===== src/rtl/hamming_secc_codec.sv =====
// Registered Hamming(12,8) SEC codec: independent one-cycle encode and decode
// pipelines plus a saturating count of corrected decodes.
module hamming_secc_codec #(
    parameter int unsigned CNT_W = 16
) (
    input  logic             clk,
    input  logic             rst_n,
    input  logic             enc_valid_in,
    input  logic [7:0]       enc_data_in,
    output logic             enc_valid_out,
    output logic [11:0]      enc_code_out,
    input  logic             dec_valid_in,
    input  logic [11:0]      dec_code_in,
    output logic             dec_valid_out,
    output logic [7:0]       dec_data_out,
    output logic [3:0]       dec_syndrome,
    output logic [11:0]      dec_code_fixed,
    output logic             dec_err_corrected,
    output logic             dec_err_invalid,
    output logic [CNT_W-1:0] err_cnt,
    input  logic             err_cnt_clr
);

    localparam int unsigned DATA_W = 8;
    localparam int unsigned CODE_W = 12;
    localparam int unsigned SYN_W  = 4;

    // Masks select the codeword bits whose Hamming position has bit N set
    localparam logic [CODE_W-1:0] MASK_C1 = 12'h555;
    localparam logic [CODE_W-1:0] MASK_C2 = 12'h666;
    localparam logic [CODE_W-1:0] MASK_C4 = 12'h878;
    localparam logic [CODE_W-1:0] MASK_C8 = 12'hF80;

    logic [CODE_W-1:0] enc_code_c;
    logic [SYN_W-1:0]  syn_c;
    logic [CODE_W-1:0] flip_c;
    logic [CODE_W-1:0] fixed_c;
    logic [DATA_W-1:0] data_c;
    logic              corr_c;
    logic              inv_c;

    // Encoder: place data at non-power-of-two positions, parity at 1/2/4/8
    always_comb begin
        logic p1, p2, p4, p8;
        p1 = enc_data_in[0] ^ enc_data_in[1] ^ enc_data_in[3] ^ enc_data_in[4] ^ enc_data_in[6];
        p2 = enc_data_in[0] ^ enc_data_in[2] ^ enc_data_in[3] ^ enc_data_in[5] ^ enc_data_in[6];
        p4 = enc_data_in[1] ^ enc_data_in[2] ^ enc_data_in[3] ^ enc_data_in[7];
        p8 = enc_data_in[4] ^ enc_data_in[5] ^ enc_data_in[6] ^ enc_data_in[7];
        enc_code_c = {enc_data_in[7:4], p8, enc_data_in[3:1], p4, enc_data_in[0], p2, p1};
    end

    // Decoder: syndrome, one-hot flip for positions 1..12, data extraction
    always_comb begin
        syn_c  = {^(dec_code_in & MASK_C8), ^(dec_code_in & MASK_C4),
                  ^(dec_code_in & MASK_C2), ^(dec_code_in & MASK_C1)};
        flip_c = '0;
        for (int k = 0; k < int'(CODE_W); k++) begin
            flip_c[k] = (syn_c == SYN_W'(k + 1));
        end
        corr_c  = |flip_c;
        inv_c   = (syn_c > SYN_W'(CODE_W));
        fixed_c = dec_code_in ^ flip_c;
        data_c  = {fixed_c[11:8], fixed_c[6:4], fixed_c[2]};
    end

    // Encode pipeline register
    always_ff @(posedge clk or negedge rst_n) begin
        if (!rst_n) begin
            enc_valid_out <= 1'b0;
            enc_code_out  <= '0;
        end else begin
            enc_valid_out <= enc_valid_in;
            if (enc_valid_in) begin
                enc_code_out <= enc_code_c;
            end
        end
    end

    // Decode pipeline register; flags only live alongside dec_valid_out
    always_ff @(posedge clk or negedge rst_n) begin
        if (!rst_n) begin
            dec_valid_out     <= 1'b0;
            dec_data_out      <= '0;
            dec_syndrome      <= '0;
            dec_code_fixed    <= '0;
            dec_err_corrected <= 1'b0;
            dec_err_invalid   <= 1'b0;
        end else begin
            dec_valid_out     <= dec_valid_in;
            dec_err_corrected <= dec_valid_in & corr_c;
            dec_err_invalid   <= dec_valid_in & inv_c;
            if (dec_valid_in) begin
                dec_data_out   <= data_c;
                dec_syndrome   <= syn_c;
                dec_code_fixed <= fixed_c;
            end
        end
    end

    // Saturating corrected-error counter; clear has priority
    always_ff @(posedge clk or negedge rst_n) begin
        if (!rst_n) begin
            err_cnt <= '0;
        end else if (err_cnt_clr) begin
            err_cnt <= '0;
        end else if (dec_valid_in && corr_c && (err_cnt != {CNT_W{1'b1}})) begin
            err_cnt <= err_cnt + CNT_W'(1);
        end
    end

endmodule


===== config.mk =====
export PLATFORM = sky130hd
export DESIGN_NAME = hamming_secc_codec
export DESIGN_NICKNAME = d
export VERILOG_FILES = /design/src/rtl/hamming_secc_codec.sv
export SDC_FILE = /design/constraint.sdc
export NUM_CORES = 1
export LEC_CHECK = 0
export CAP_MARGIN = 20
export CORE_MARGIN = 8
export CORE_UTILIZATION = 26
export CTS_BUF_LIST = sky130_fd_sc_hd__clkbuf_8 sky130_fd_sc_hd__clkbuf_16
export CTS_CLUSTER_SIZE = 12
export DETAILED_ROUTE_END_ITERATION = 6
export GPL_TIMING_DRIVEN = 1
export PLACE_DENSITY = 0.58
export SKIP_LAST_GASP = 1
export SYNTH_ARGS = -nofsm -noshare
export SYNTH_HDL_FRONTEND = slang
export SYNTH_SLANG_ARGS = --single-unit

===== constraint.sdc =====
create_clock -name clk -period 2.1 [get_ports clk]
set_input_delay 0.42 -clock clk [delete_from_list [all_inputs] [get_ports clk]]
set_output_delay 0.42 -clock clk [all_outputs]
set_load 0.01 [all_outputs]

* Yosys cells after proc, flatten, opt, wreduce, memory -nomap -nowiden
Cells that the tools add are included.
** Word-level totals
- Register bits after elaboration :: 56
- Input port bits :: 25
- Output and inout bits :: 56
- Word-level logic and storage cells :: 51
** Operators by class
- $add $sub $neg :: 1
- Magnitude comparators :: 1
- Eq/ne operators :: 13
- Mux-type cells :: 2
- Bitwise operators :: 17
- Reductions and logical operators :: 8
** Operator list (count)
- $reduce_xor A12 Y1 :: 4
- $mux W16 :: 2
- $eq A4 B4 Y1 const B :: 5
- $add A16 B1 Y16 const B :: 1
- $eq A4 B3 Y1 const B :: 4
- $ne A16 B16 Y1 const B :: 1
- $xor A1 B1 Y1 :: 14
- $reduce_or A12 Y1 :: 1
- $xor A12 B12 Y12 :: 1
- $eq A4 B2 Y1 const B :: 2
- $eq A4 B1 Y1 const B :: 1
- $gt A4 B4 Y1 const B :: 1
- $and A1 B1 Y1 :: 2
- $logic_and A1 B1 Y1 :: 2
- $reduce_bool A2 Y1 :: 1

* Depth between registers and ports, before layout
- Depth in word-level cells :: 7
- Mapped depth :: 8
- Mapped depth without buffers :: 7

* Worst setup path after synthesis
Ideal clock, no wire load.
- Path kind :: input-to-reg
- Start :: in dec_code_in[11]
- End :: reg err_cnt[14]
- Setup time :: 0.078 ns
- Arrival time :: 2.263 ns
- Data required time :: 2.022 ns
- Setup slack :: -0.241 ns
- Stages :: 7
- Path buffers :: 1
- Cell sequence :: xor3_1 > xnor2_2 > nor4_2 > or3_4 > buf_6 > or4_1 > a21oi_1
** Between the ends
- Word-level cells in the longest chain between the ends :: 6
- Elaborated cells between the ends (all ways) :: 18
- Those cells by class :: eq/ne (12); reduce/logical (6)
** RTL lines
- start: declaration :: RTL line 13 : input logic [11:0] dec_code_in,
- $reduce_xor A12 Y1 :: RTL line 54 : syn_c = {^(dec_code_in & MASK_C8), ^(dec_code_in & MASK_C4),
- $eq A4 B1 Y1, or another cell as far along :: RTL line 58 : flip_c[k] = (syn_c == SYN_W'(k + 1));
- $reduce_or A12 Y1 * :: RTL line 60 : corr_c = |flip_c;
- $logic_and A1 B1 Y1 * (2 in series) :: RTL line 106 : end else if (dec_valid_in && corr_c && (err_cnt != {CNT_W{1'b1}})) begin
- $reduce_bool A2 Y1 (no line) *
- end signal: assignment :: RTL line 107 : err_cnt <= err_cnt + CNT_W'(1);
- end: declaration :: RTL line 20 : output logic [CNT_W-1:0] err_cnt,
Every way passes the cells marked *; elsewhere a longest branch is shown, timed or not.
A chain may end at the register's enable or synchronous reset.

* Worst setup path after layout
- Start :: in dec_code_in[11]
- End :: reg err_cnt[13]
Same word-level chain as after synthesis.

==> impl_metrics.csv <==
group,metric,value,unit
timing,whs,-0.00136,ns
clock_network,h-tree-depth,2,
final_layout,finalNetCount,405,
yosys,synth_top_family_by_area,"XOR/XNOR gates",
timing,slew_headroom,58.0,%
place,place_ws,-0.836,ns
drt,drt-wirelength-per-cell,15.2,um
hold_path,hp-class,"in -> async",
timing,finalHoldViolCount,2,
drt,drt_iter0_drc,82,
yosys,synth_xor_area_share,19.0,%
global_route,grt_pass1_vias,2307,
clock_network,cts.clk_slew.worst_paths,0.10,ns
die,die-width,117,um
global_route,antenna_found_initial,0,
yosys,synth-main-ff-cell,"dfrtp_1",
clock_network,clkSinkCount,48,
power_and_ir_drop,ir_drop,0.300,mV
flow_run,max-cap-violations,0,
yosys,synthCells,251,
timing,postLayoutSetupSlackWorst,-0.162,ns
power_and_ir_drop,p_leak,0.00181,uW
drt,antenna_left,0,
die,core_area,0.0101,mm2
final_layout,syn_to_final_growth,62.8,%
drt,first_pass_iters,4,
clock_network,cts_buffers,5,
yosys,async_flop_share,100,%
clock_network,cts_tree,"yes",
die,io_pins,81,
yosys,synth-seq-cells,48,
worst_setup_path,r2r_cells,7,
power_and_ir_drop,power-per-cell-area,724,mW/mm2
worst_setup_path,cp_max_fo,7,
worst_setup_path,path_depth,8,
worst_setup_path,max_stage_delay,0.53,ns
worst_setup_path,worstPathCellList,"buf_8, xor3_2, buf_12, xnor2_4, a211oi_4, or3_4, or4_4, a21oi_2",
yosys,synthAdderAreaFrac,0.470,%
timing,post-route-period-util,108,%
drt,vias,2276,
yosys,syn_avg_cell_area,10.6,um2
worst_setup_path,critPathLaunchType,"input port",
drt,wirelength,7.84,mm
worst_setup_path,slowest_stage,"or4_4",
power_and_ir_drop,finalPower,3140,uW
final_layout,n_antenna_cell,0,
clock_network,clk-insertion-delay-late,0.31,ns
power_and_ir_drop,switchingPower,973,uW
worst_setup_path,cpLargestDelayFamily,"simple AND/OR/NAND/NOR gates",
drt,routed-wl-met2,3.88,mm
yosys,synth-edff-count,0,
place,dp.cells,495,
global_route,grt_pass1_wl,11.8,mm
die,initial_utilization,26.2,%
clock_network,cts_buffer_depth,2,
power_and_ir_drop,power_frac_clock,23.4,%
power_and_ir_drop,p_int,2160,uW
outcome,failed_checks,"hold timing, setup timing",
yosys,synth-seq-area-share,45.2,%
worst_setup_path,critPathRequiredTime,2.34,ns
power_and_ir_drop,pwr-share-comb,41.5,%
timing,rsz0062_at_grt,"true",
worst_setup_path,endpoint_kind,"register",
clock_network,ctsRootBufferMaster,"clkbuf_8",
worst_setup_path,worst-path-buf-inv,2,
place,io_buffers,80,
timing,final.min_clock_period,2.26,ns
place,place.gp.congestion,0.789,
worst_setup_path,r2r-start,"err_cnt[0]$_DFFE_PN0P_",
drt,m1WireLength,3.31,mm
die,die_h,117,um
yosys,synth_compound_area_share,8.70,%
clock_network,cts-hold-fix-buffers,0,
drt,highest_layer,"met4",
timing,skew,0.0108,ns
power_and_ir_drop,swShare,31.0,%
final_layout,final_cells,516,
power_and_ir_drop,seqPwrFrac,35.1,%
yosys,synth_simple_gate_area_share,16.2,%
timing,fmax,442,MHz
yosys,synthesis.area,0.00266,mm2
timing,finalSetupViolCount,9,
worst_setup_path,critPathArrivalTime,2.50,ns
timing,worst_slew_pin_slew,0.628,ns
drt,vias_per_cell,4.41,
final_layout,layout-drive-gt1-share,33.2,%
timing,setup-tns-final,-0.581,ns
yosys,synth_nets,277,
outcome,outcome,"complete, but fails checks",
die,rows,37,
die,dieArea,0.0137,mm2
drt,drcViolationCount,0,
yosys,yosys-mux-area-fraction,6.35,%
timing,final_max_slew_viol_count,0,
yosys,yosys.cell_types.count,37,
global_route,grt_overflow,0,
final_layout,fin_util,42.7,%
worst_setup_path,crit_start,"dec_code_in[11]",
global_route,grt_use_total,11.1,%
worst_setup_path,path_class,"in -> reg",
yosys,yosysWarnings,0,
drt,routed-wl-met3,551,um
global_route,grt_max_degree,35,
place,dp_hpwl,5.74,mm
area by class of cell:
class	count	area, um2
clock buffers	6	82.6
clock inverters	2	38.8
fillers	983	5810
inverters	1	3.75
multi-input cells	185	1560
flip-flops and latches	48	1200
well taps	136	170
repair buffers	138	1270
cells in the mapped netlist, types with 6 or more instances:
library cell	number	area (um2)
a21oi_1	26	130
and3_1	6	37.5
buf_4	8	60.1
clkbuf_1	8	30.0
dfrtp_1	48	1200
mux2_2	12	135
nand2_1	14	52.6
nand3_1	8	40.0
nor2_1	36	135
o31ai_1	6	45.0
or4_1	6	45.0
xnor2_1	27	236
layer usage:
metal	track usage, %	vias up
li1	-	1113
met1	13.4	1104
met2	18.1	51
met3	3.90	8
met4	3.67	0
met5	0	-
stage by stage:
stage,cell area [um2],hold WS [ns]
after detailed placement,3890,0.344
after floorplan,2690,0.124
after global placement,3890,0.344
after global routing,4330,0.00147
final,4330,-0.00136
after CTS,4160,0.00364
cell families after synthesis:
| kind of cell | Yosys count |
|---|---|
| adder cells (fa/ha/maj) | 1 |
| flip-flops | 48 |
| XOR/XNOR | 43 |
| AND/OR/NAND/NOR | 87 |
| buffers and inverters | 19 |
| multiplexers | 15 |
| AO/OA/AOI/OAI | 38 |
worst paths after layout:
path	endpoint	slack, ns
hold reg to reg	enc_code_out[9]$_DFFE_PN0P_	0.52
setup / recovery	err_cnt[13]$_DFFE_PN0P_	-0.16
max in group asynchronous	err_cnt[10]$_DFFE_PN0P_	1.53
min in group clk	dec_data_out[4]$_DFFE_PN0P_	0.47
hold / removal	enc_code_out[3]$_DFFE_PN0P_	-0.001
setup reg to reg	err_cnt[13]$_DFFE_PN0P_	0.03
flip-flops by register name, summed over array words and instances, names as in the netlist, 4 cells and up:
| register | count |
|---|---|
| dec_code_fixed | 4 |
| enc_code_out | 12 |
| dec_data_out | 8 |
| err_cnt | 16 |
| dec_syndrome | 4 |
placed cells by master (no fill, tap or decap), types with 4 or more instances in the layout:
cell type         n
nand2_1          14
xnor2_1          23
mux2_2           12
buf_4            55
and3_1            5
nand4_1           4
clkdlybuf4s50_1  67
a21oi_1          22
clkbuf_8          6
xor2_1            4
a21oi_2           4
o31ai_1           6
buf_6             5
dfrtp_1          48
nor2_1           36
xnor2_4           6
nand3_1           7
power by group through the flow:
stage	combinational (uW)	clock (uW)	sequential [uW]
after floorplan	510	0	1180
after CTS	1240	749	1110
after detailed placement	1140	0	1120
after global placement	1130	0	1120
after global routing	1390	786	1120
final	1300	734	1100
timing repair:
item                                    4_1_cts  5_1_grt
hold endpoints to repair                      0        0
setup buffers                                 7        7
pin swaps                                    20       15
cloned                                        1        0
gates resized for setup                      60       33
endpoints found under the setup margin       30       16
Note: power is estimated with default switching activity, not from simulation.
